--- config.mk ---
export PLATFORM = sky130hd
export DESIGN_NAME = gt_comparator
export DESIGN_NICKNAME = d
export VERILOG_FILES = /design/src/rtl/gt_comparator.sv
export SDC_FILE = /design/constraint.sdc
export NUM_CORES = 1
export LEC_CHECK = 0
export BUFFER_PORTS_ARGS = -buffer_cell sky130_fd_sc_hd__buf_2
export CAP_MARGIN = 20
export CORE_AREA = 2 2 39 41
export DETAILED_ROUTE_END_ITERATION = 8
export DIE_AREA = 0 0 41 43
export PLACE_DENSITY = 0.85
export SKIP_CTS_REPAIR_TIMING = 1
export SYNTH_ARGS = -nofsm -noshare
export SYNTH_HDL_FRONTEND = slang
export SYNTH_SLANG_ARGS = --single-unit
--- constraint.sdc ---
create_clock -name clk -period 3.5 [get_ports clk]
set_input_delay 0.175 -clock clk [delete_from_list [all_inputs] [get_ports clk]]
set_output_delay 0.175 -clock clk [all_outputs]
set_load 0.01 [all_outputs]
--- src/rtl/gt_comparator.sv ---
// Registered magnitude comparator (>, ==, <) with a saturating count of
// sampled greater-than results. Signed mode biases the sign bit before comparing.
module gt_comparator #(
    parameter int WIDTH  = 2,
    parameter int SIGNED = 0,
    parameter int CNT_W  = 8
) (
    input  logic             clk,
    input  logic             rst_n,
    input  logic             in_valid,
    input  logic [WIDTH-1:0] a,
    input  logic [WIDTH-1:0] b,
    input  logic             cnt_clr,
    output logic             out_valid,
    output logic             agtb,
    output logic             aeqb,
    output logic             altb,
    output logic [CNT_W-1:0] gt_count
);

    typedef struct packed {
        logic gt;
        logic eq;
        logic lt;
    } cmp_res_t;

    // Flipping the sign bit maps two's-complement order onto unsigned order.
    localparam logic [WIDTH-1:0] SIGN_FLIP =
        (SIGNED != 0) ? (WIDTH'(1) << (WIDTH - 1)) : '0;
    localparam logic [CNT_W-1:0] CNT_MAX = '1;

    logic [WIDTH-1:0] a_key;
    logic [WIDTH-1:0] b_key;
    cmp_res_t         res;

    always_comb begin
        a_key  = a ^ SIGN_FLIP;
        b_key  = b ^ SIGN_FLIP;
        res    = '0;
        res.gt = (a_key > b_key);
        res.eq = (a_key == b_key);
        res.lt = (a_key < b_key);
    end

    always_ff @(posedge clk or negedge rst_n) begin
        if (!rst_n) begin
            out_valid <= 1'b0;
            agtb      <= 1'b0;
            aeqb      <= 1'b0;
            altb      <= 1'b0;
        end else begin
            out_valid <= in_valid;
            if (in_valid) begin
                agtb <= res.gt;
                aeqb <= res.eq;
                altb <= res.lt;
            end
        end
    end

    // Clear beats a coincident increment; the count sticks at all-ones.
    always_ff @(posedge clk or negedge rst_n) begin
        if (!rst_n) begin
            gt_count <= '0;
        end else if (cnt_clr) begin
            gt_count <= '0;
        end else if (in_valid && res.gt && (gt_count != CNT_MAX)) begin
            gt_count <= gt_count + 1'b1;
        end
    end

endmodule

==> results of run 1 <==
==> area by class of cell <==
cell class	count	share of cell area, %
tap	16	2.552
timing repair buffer	20	13.40
inverter	5	2.392
multi-input combinational	44	38.76
sequential	12	38.28
clock buffer	4	4.625
==> cell usage after synthesis (2+ instances only) <==
cell type                 count
sky130_fd_sc_hd__o31ai_1      4
sky130_fd_sc_hd__nand2_1      2
sky130_fd_sc_hd__or4_1        4
sky130_fd_sc_hd__dfrtp_1     12
sky130_fd_sc_hd__inv_1        5
sky130_fd_sc_hd__a21oi_1      7
sky130_fd_sc_hd__ha_1         3
sky130_fd_sc_hd__nor2_1       2
sky130_fd_sc_hd__nand3_1      5
sky130_fd_sc_hd__o21ai_0      4
==> power by group through the flow <==
stage	Sequential, W	Combinational (W)	Clock (W)
finish	0.000149	0.0000410	0.000110
global route	0.000150	0.0000462	0.000122
CTS	0.000149	0.0000409	0.000115
detailed placement	0.000152	0.0000408	0
global placement	0.000152	0.0000377	0
floorplan	0.000156	0.0000188	0
==> final timing paths <==
| kind | startpoint | endpoint | slack, ns | cells past startpoint |
|---|---|---|---|---|
| worst max-delay path | gt_count[0]$_DFFE_PN0P_ | gt_count[3]$_DFFE_PN0P_ | 1.88 | 4 |
| worst min-delay path | in_valid | out_valid$_DFF_PN0_ | 0.09 | 1 |
| worst max register to register | gt_count[0]$_DFFE_PN0P_ | gt_count[3]$_DFFE_PN0P_ | 1.88 | 4 |
| worst min register to register | altb$_DFFE_PN0P_ | altb$_DFFE_PN0P_ | 0.51 | 1 |
| max in group asynchronous | rst_n | aeqb$_DFFE_PN0P_ | 2.99 | 2 |
| min in group asynchronous | rst_n | gt_count[5]$_DFFE_PN0P_ | 0.30 | 2 |
==> registers in the layout, indices dropped and copies added (netlist names) <==
name,flops
gt_count,8
out_valid,1
aeqb,1
altb,1
agtb,1
==> through the flow <==
step                total power [W]  worst slack [ns]  cells
detailed placement        0.0001928             1.619     96
global placement          0.0001896             1.683     96
finish                    0.0003000             1.876    101
CTS                       0.0003049             1.900    100
global route              0.0003189             1.755    101
floorplan                 0.0001745             1.867     64
==> cells in the final DEF (no fill, tap or decap), types with 2 or more instances in the layout <==
master                     netlist  routed
sky130_fd_sc_hd__or4_1           4       4
sky130_fd_sc_hd__buf_2           1      19
sky130_fd_sc_hd__nand3_1         5       5
sky130_fd_sc_hd__dfrtp_1        12      12
sky130_fd_sc_hd__clkbuf_4        0       3
sky130_fd_sc_hd__inv_1           5       5
sky130_fd_sc_hd__a21oi_1         7       7
sky130_fd_sc_hd__o21ai_0         4       4
sky130_fd_sc_hd__o31ai_1         4       4
sky130_fd_sc_hd__nand2_1         2       2
sky130_fd_sc_hd__nor2_1          2       2
sky130_fd_sc_hd__ha_1            3       3
==> layer usage <==
layer	vias to the layer above	routed length (um)	global-route usage [%]	part of all wire [%]
met2	22	706	28.75	51
met5	-	0	0	0
met3	2	76	6.283	5.5
met1	271	589	21.89	42
met4	0	19	10.00	1.4
li1	283	-	-	-
==> cells by family (layout without fill, tap and decap cells) <==
logic type | after synthesis | count (layout)
AOI/OAI and AO/OA | 19 | 19
adders and majority gates | 3 | 3
buffers and inverters | 8 | 29
DFF | 12 | 12
muxes | 2 | 2
and+or+nand+nor | 20 | 20
==> critical path, cell delays in order (launching register included) <==
cell and delay [ns]:
sky130_fd_sc_hd__dfrtp_1 0.42, sky130_fd_sc_hd__ha_1 0.27, sky130_fd_sc_hd__and4_4 0.23, sky130_fd_sc_hd__or4_1 0.46
sky130_fd_sc_hd__a21oi_1 0.17
==> results.toml, run 1 <==
[outcome]
run_status = "finished, final reports clean"

[global_routing]
grt_first_pass_wirelength_mm = 2.152
grt_overflow_total = 0
grt_max_degree = 16
antenna_violations_before_repair = 0
grt_util_all_layers_pct = 18.74
first_global_vias = 477

[timing]
clock-skew-final_ns = 0.003371
final_max_slew_viol_count = 0
hold_ws_ns = 0.08751
final.period_utilization_pct = 46.39
worst-slew-pin-transition_ns = 0.7781
clock.fmax_ghz = 0.6158
rsz0062_at_grt = "no"
final-setup-viol-count = 0
timing.slew.headroom_pct = 47.78
final.min_clock_period_ns = 1.624
finalHoldViolations = 0
final.setup.tns_ns = 0

[setup_path]
timing.critical_path.from_type = "register"
worst-path-max-fanout = 11
critPathCaptureType = "register"
crit_arrival_ns = 1.82
path_class = "reg2reg"
required_time_of_the_critical_path_ns = 3.70

[placed_design]
placement.cell_area_um2 = 738.2
detailedPlacementHpwl_mm = 1.023
routability_cong = 0.7214
port_buffers = 19

[route]
initial_drc_count = 26
detailroute.via_count = 578
drt_pre_antenna_iters = 5
routed_via_density = 5.723
drt-total-wl_mm = 1.392
detail-route-antenna-nets = 0
wl_per_cell_um = 13.78
drt_drc_violations_left = 0

[run]
maxCapViolCount = 0

[pwr]
seqPwrFrac_pct = 49.7
net_sw_power_w = 0.00007419
power.static_leakage_nw = 0.3817
share_comb_of_total_power_pct = 13.7
power.density_cell_area_nw_per_um2 = 382.4
power.share.clock_pct = 36.6
worst_ir_drop_vdd_mv = 0.2044
internal_power_w = 0.0002258
sw_frac_of_total_pct = 24.73

[floorplanning]
floorplan.io_pins = 20
floorplan.die.height_um = 43
fp.dieW_um = 41
floorplan.initialDensity_pct = 46.47
floorplan.die_area_um2 = 1763
num_rows = 14
floorplan.core_area_um2 = 1384

[yosys]
synth_edf_count = 0
average_cell_area_after_synthesis_um2 = 10.05
synth.distinct_cells = 26
combinational_family_with_the_most_area_after_synthesis = "simple AND/OR/NAND/NOR gates"
synth.yosys.warnings = 0
synth-async-reset-ratio_pct = 100.0
number_of_synthesized_register_bits = 12
synth_sequential_area_ratio_pct = 46.69
synth_compound_area_share_pct = 18.48
synth_adder_area_share_pct = 5.837
postSynth.topFlopCell = "sky130_fd_sc_hd__dfrtp_1"
syn_nets = 75
yosys.area.top_type_share_pct = 46.69
top_cells_by_area_in_the_synthesized_netlist = "sky130_fd_sc_hd__dfrtp_1 47%, sky130_fd_sc_hd__ha_1 5.8%, sky130_fd_sc_hd__a21oi_1 5.4%"
syn-cell-area_um2 = 643.1
syn-instance-count = 64
synth_simple_gate_area_share_pct = 19.65
post_synth_mux_area_share_pct = 3.307
synthDominantAreaCellType = "sky130_fd_sc_hd__dfrtp_1"
yosys.area_share.xor_xnor_pct = 0

[clocking]
cts_tree = "yes"
tritoncts_num_sinks = 12
worst_path_clk_slew_ns = 0.08
clk_path_buf_depth = 2
insertion_delay_ns = 0.27
cts_made_buffers = 3
ctsHtreeMaxLevel = 1
cts_root_buffer = "sky130_fd_sc_hd__clkbuf_4"

[cells_and_area]
multi_input_comb_area_um2 = 304.0
drive_gt1_share_pct = 32.94
area_growth_pct = 21.98
diodes = 0
final_core_util_pct = 56.69
finalNetCount = 97
sequential_cell_area_um2 = 300.3
post-route-cell-area_um2 = 784.5
fillCellCount = 126

[worst_hold_path]
timing.hold.worst.class = "in2reg"
(Power assumes the default switching activity.)
==> run 2: changes to the inputs <==
- CORE_AREA: 2 2 39 41 -> unset
- CORE_MARGIN: unset -> 2
- CORE_UTILIZATION: unset -> 48
- DIE_AREA: 0 0 41 43 -> unset
- clock period: 3.5 -> 1.52 ns (I/O delays scaled with it)
==> results.toml, run 2 (synthesis gave the netlist of run 1 again) <==
[pwr]
design_power_total_w = 0.0007216
power.static_leakage_nw = 0.4487
power.density_cell_area_nw_per_um2 = 797.7
worst_ir_drop_vdd_mv = 0.5889

[timing]
final_max_slew_viol_count = 0
hold_ws_ns = 0.06421
rsz0062_at_grt = "yes"
clock-skew-final_ns = 0.001829
finalHoldViolations = 0
timing.slew.headroom_pct = 81.57
worst-slew-pin-transition_ns = 0.2728
final.min_clock_period_ns = 1.466
final-setup-viol-count = 0
final.setup.worst_slack_ns = 0.05396
final.period_utilization_pct = 96.45
clock.fmax_ghz = 0.6821

[worst_hold_path]
holdCritStartpoint = "cnt_clr"
timing.hold.worst.class = "in2reg"
min_path_cells = 2
hold_path_end = "gt_count[1]$_DFFE_PN0P_"

[clocking]
insertion_delay_ns = 0.27
tritoncts_num_sinks = 12
cts_tree = "yes"
cts_root_buffer = "sky130_fd_sc_hd__clkbuf_4"
cts_made_buffers = 3
worst_path_clk_slew_ns = 0.07
ctsHtreeMaxLevel = 1
clk_path_buf_depth = 2

[cells_and_area]
drive_gt1_share_pct = 46.94
diodes = 0
layout_commonest_cell = "sky130_fd_sc_hd__buf_2"
finalNetCount = 110
post-route-cell-area_um2 = 904.6
final_core_util_pct = 71.30
registers.top_by_ff_count = "gt_count"
fillCellCount = 90
largest_register_ffs = 8
layout_common_cells = "19 x sky130_fd_sc_hd__buf_2, 13 x sky130_fd_sc_hd__buf_4, 12 x sky130_fd_sc_hd__dfrtp_1, 5 x sky130_fd_sc_hd__inv_1, 5 x sky130_fd_sc_hd__a21oi_1"
area_growth_pct = 40.66

[setup_path]
cp_num_buf_inv = 0
timing.critical_path.from_type = "register"
crit_arrival_ns = 1.67
timing.critical_path.max_delay_family = "simple AND/OR/NAND/NOR gates"
worst-path-max-fanout = 9
crit_slowest_cell = "sky130_fd_sc_hd__or4_1"
required_time_of_the_critical_path_ns = 1.73
cp_peak_stage_delay_ns = 0.46
r2r_setup_slack_ns = 0.05
path_class = "reg2reg"
capturing_point_of_the_worst_reg2reg_path = "gt_count[5]$_DFFE_PN0P_"
path_cells = "and4_4, and4_4, or4_1, a21oi_1"
r2r-start = "gt_count[5]$_DFFE_PN0P_"
r2r_cells = 4
critPathMostFrequentCell = "sky130_fd_sc_hd__and4_4"
critPathCaptureType = "register"

[global_routing]
grt_overflow_total = 0
grt_first_pass_wirelength_mm = 2.504
grt_util_all_layers_pct = 24.51
first_global_vias = 553
antenna_violations_before_repair = 0
grt_max_degree = 13

[route]
drt-total-wl_mm = 1.608
wl_per_cell_um = 14.23
drt_pre_antenna_iters = 4
routed_via_density = 5.743
detail-route-antenna-nets = 0
drt_drc_violations_left = 0
detailroute.via_count = 649
initial_drc_count = 13

[placed_design]
routability_cong = 0.8632
dp_slack_ns = -0.1685
detailedPlacementHpwl_mm = 1.218
placement.cell_area_um2 = 839.6
port_buffers = 19

[floorplanning]
floorplan.initialDensity_pct = 50.69
floorplan.die.height_um = 40.61
floorplan.core_area_um2 = 1269
floorplan.die_area_um2 = 1649
floorplan.io_pins = 20
fp.dieW_um = 40.61
num_rows = 13

[outcome]
run_status = "finished, final reports clean"

[run]
maxCapViolCount = 0
run 2: changes by cell type in the layout (fill, tap and decap cells not counted), sizes merged:
cell / before / now
buf: 19 / 32
run 2: how the worst max path moves through the flow:
stage | endpoint | cells past startpoint | start | slack (ns)
2_1_floorplan | gt_count[3]$_DFFE_PN0P_ | 5 | gt_count[0]$_DFFE_PN0P_ | -0.006
3_3_place_gp | gt_count[6]$_DFFE_PN0P_ | 7 | a[1] | -0.10
3_5_place_dp | gt_count[6]$_DFFE_PN0P_ | 7 | a[1] | -0.17
4_1_cts | gt_count[5]$_DFFE_PN0P_ | 4 | gt_count[5]$_DFFE_PN0P_ | 0.01
5_1_grt | gt_count[5]$_DFFE_PN0P_ | 4 | gt_count[5]$_DFFE_PN0P_ | -0.01
6_report | gt_count[5]$_DFFE_PN0P_ | 4 | gt_count[5]$_DFFE_PN0P_ | 0.05
run 2: layer usage:
layer	routed length [um]	up-vias	track usage, %
met2	807	35	39.68
met3	107	8	5.000
met5	0	-	0
met4	56	0	15.00
li1	-	310	-
met1	636	296	29.41
run 2: area by class of cell:
class / instances / area [um2] / area share (%)
Clock buffer: 4 / 36.28 / 4.011
Inverter: 5 / 18.77 / 2.075
Multi-Input combinational cell: 44 / 327.8 / 36.24
Sequential cell: 12 / 300.3 / 33.20
Tap cell: 15 / 18.77 / 2.075
Timing Repair Buffer: 33 / 202.7 / 22.41
run 2: report_power, final:
group | switching (W) | internal [W] | leakage, nW | total [W]
registers | 0.00000750 | 0.000335 | 0.160 | 0.000342
clock network | 0.000109 | 0.000146 | 0.0210 | 0.000255
logic | 0.0000643 | 0.0000599 | 0.268 | 0.000124
run 2: metrics by stage:
stage	cells	setup TNS [ns]
2_1_floorplan	64	-0.01148
3_3_place_gp	107	-0.3516
3_5_place_dp	107	-0.6200
4_1_cts	111	0
5_1_grt	113	-0.03099
6_report	113	0
==> run 3: changes to the inputs <==
--- a/constraint.sdc
+++ b/constraint.sdc
@@ -3,2 +3,2 @@
 set_output_delay 0.076 -clock clk [all_outputs]
-set_load 0.01 [all_outputs]
+set_load 0.02 [all_outputs]
==> results.toml, run 3 (synthesis gave the netlist of run 1 again) <==
[route]
detailroute.via_count = 670
wl_per_cell_um = 14.79
drt_drc_violations_left = 0
detail-route-antenna-nets = 0
initial_drc_count = 28
drt_pre_antenna_iters = 4
routed_via_density = 5.826
drt-total-wl_mm = 1.701

[setup_path]
crit_slowest_cell = "sky130_fd_sc_hd__dfrtp_2"
timing.critical_path.from_type = "register"
path_class = "reg2reg"
path_cells = "and4_4, and4_4, buf_4, buf_4, o31ai_1, a21oi_1"
critPathCaptureType = "register"
worst-path-max-fanout = 6
cp_peak_stage_delay_ns = 0.41
required_time_of_the_critical_path_ns = 1.66
crit_arrival_ns = 1.66

[run]
maxCapViolCount = 0

[global_routing]
first_global_vias = 510
grt_overflow_total = 0
global_route.usage.met1_pct = 24.75
grt_max_degree = 14
grtUsageMet3_pct = 3.889
grt_util_all_layers_pct = 20.21
antenna_violations_before_repair = 0
grt_util_met2_pct = 35.71
grt_first_pass_wirelength_mm = 2.208
top_usage_layer = "met2"

[floorplanning]
floorplan.io_pins = 20
floorplan.die_area_um2 = 1649
floorplan.die.height_um = 40.61
floorplan.core_area_um2 = 1269
fp.dieW_um = 40.61
num_rows = 13
floorplan.initialDensity_pct = 50.69

[pwr]
net_sw_power_w = 0.0001980
power.static_leakage_nw = 0.4464
sw_frac_of_total_pct = 28.44
power.share.clock_pct = 30.3
design_power_total_w = 0.0006960
worst_ir_drop_vdd_mv = 0.6591
share_comb_of_total_power_pct = 20.2
internal_power_w = 0.0004980
power.density_cell_area_nw_per_um2 = 749.6
seqPwrFrac_pct = 49.5

[timing]
clock-skew-final_ns = 0.006482
worst-slew-pin-transition_ns = 0.2868
timing.slew.headroom_pct = 80.63
final_max_slew_viol_count = 0
finalHoldViolations = 0
final.period_utilization_pct = 99.50
final-setup-viol-count = 0
clock.fmax_ghz = 0.6612
final.setup.tns_ns = 0
final.min_clock_period_ns = 1.512

[worst_hold_path]
timing.hold.worst.class = "in2reg"

[cells_and_area]
layout_commonest_cell = "sky130_fd_sc_hd__buf_2"
fillCellCount = 91
largest_register_ffs = 8
multi_input_comb_area_um2 = 340.3
final_core_util_pct = 73.18
diodes = 0
drive_gt1_share_pct = 52.00
sequential_cell_area_um2 = 306.5
stdcell_count = 115
post-route-cell-area_um2 = 928.4
layout_common_cells = "19 x sky130_fd_sc_hd__buf_2, 13 x sky130_fd_sc_hd__buf_4, 7 x sky130_fd_sc_hd__dfrtp_1"
area_growth_pct = 44.36
finalNetCount = 112
registers.top_by_ff_count = "gt_count"

[clocking]
cts_root_buffer = "sky130_fd_sc_hd__clkbuf_4"
cts_tree = "yes"
clk_path_buf_depth = 2
ctsHtreeMaxLevel = 1
cts_made_buffers = 3
worst_path_clk_slew_ns = 0.08
insertion_delay_ns = 0.27
tritoncts_num_sinks = 12

[outcome]
run_status = "finished, final reports clean"

[placed_design]
detailedPlacementHpwl_mm = 1.155
placement.cell_area_um2 = 840.8
port_buffers = 19
dp.cells = 105
routability_cong = 0.7565
run 3: final timing paths:
check	slack (ns)	endpoint	cells past startpoint	from
setup / recovery	0.008	gt_count[2]$_DFFE_PN0P_	6	gt_count[3]$_DFFE_PN0P_
hold / removal	0.08	agtb$_DFFE_PN0P_	2	in_valid
setup reg to reg	0.008	gt_count[2]$_DFFE_PN0P_	6	gt_count[3]$_DFFE_PN0P_
hold reg to reg	0.51	altb$_DFFE_PN0P_	1	altb$_DFFE_PN0P_
max in group asynchronous	1.06	gt_count[0]$_DFFE_PN0P_	2	rst_n
min in group asynchronous	0.22	gt_count[3]$_DFFE_PN0P_	2	rst_n
run 3: final cells by class:
class | count | area share [%]
multi-input cells | 44 | 36.66
flip-flops and latches | 12 | 33.02
repair buffers | 35 | 23.45
clock buffers | 4 | 2.830
inverters | 5 | 2.022
well taps | 15 | 2.022
run 3: power by group through the flow:
stage          Sequential (W)  Clock, W  Combinational [W]
5_1_grt              0.000346  0.000227           0.000151
4_1_cts              0.000344  0.000208           0.000134
2_1_floorplan        0.000373         0          0.0000475
3_3_place_gp         0.000349         0           0.000126
6_report             0.000345  0.000211           0.000141
3_5_place_dp         0.000350         0           0.000132
run 3: through the flow:
step | hold slack (ns) | setup WS (ns)
final | 0.07552 | 0.007624
after floorplan | -0.2196 | -0.03211
after CTS | -0.3237 | -0.02155
after detailed placement | -0.03066 | -0.1572
after global placement | -0.03500 | -0.09411
after global routing | 0.07320 | -0.006021
run 3: routing by layer:
| layer | up-vias | part of all wire (%) | routed length [um] |
|---|---|---|---|
| met5 | - | 0 | 0 |
| met4 | 0 | 0 | 0 |
| met3 | 0 | 2.1 | 35 |
| met2 | 17 | 53 | 904 |
| met1 | 335 | 45 | 760 |
| li1 | 318 | - | - |
run 3: critical path, delay by kind of cell, from the launching register on:
kind            cells  cell delay, ns
buf+inv             2            0.26
simple gates        2            0.42
compound gates      2            0.30
flops               1            0.41
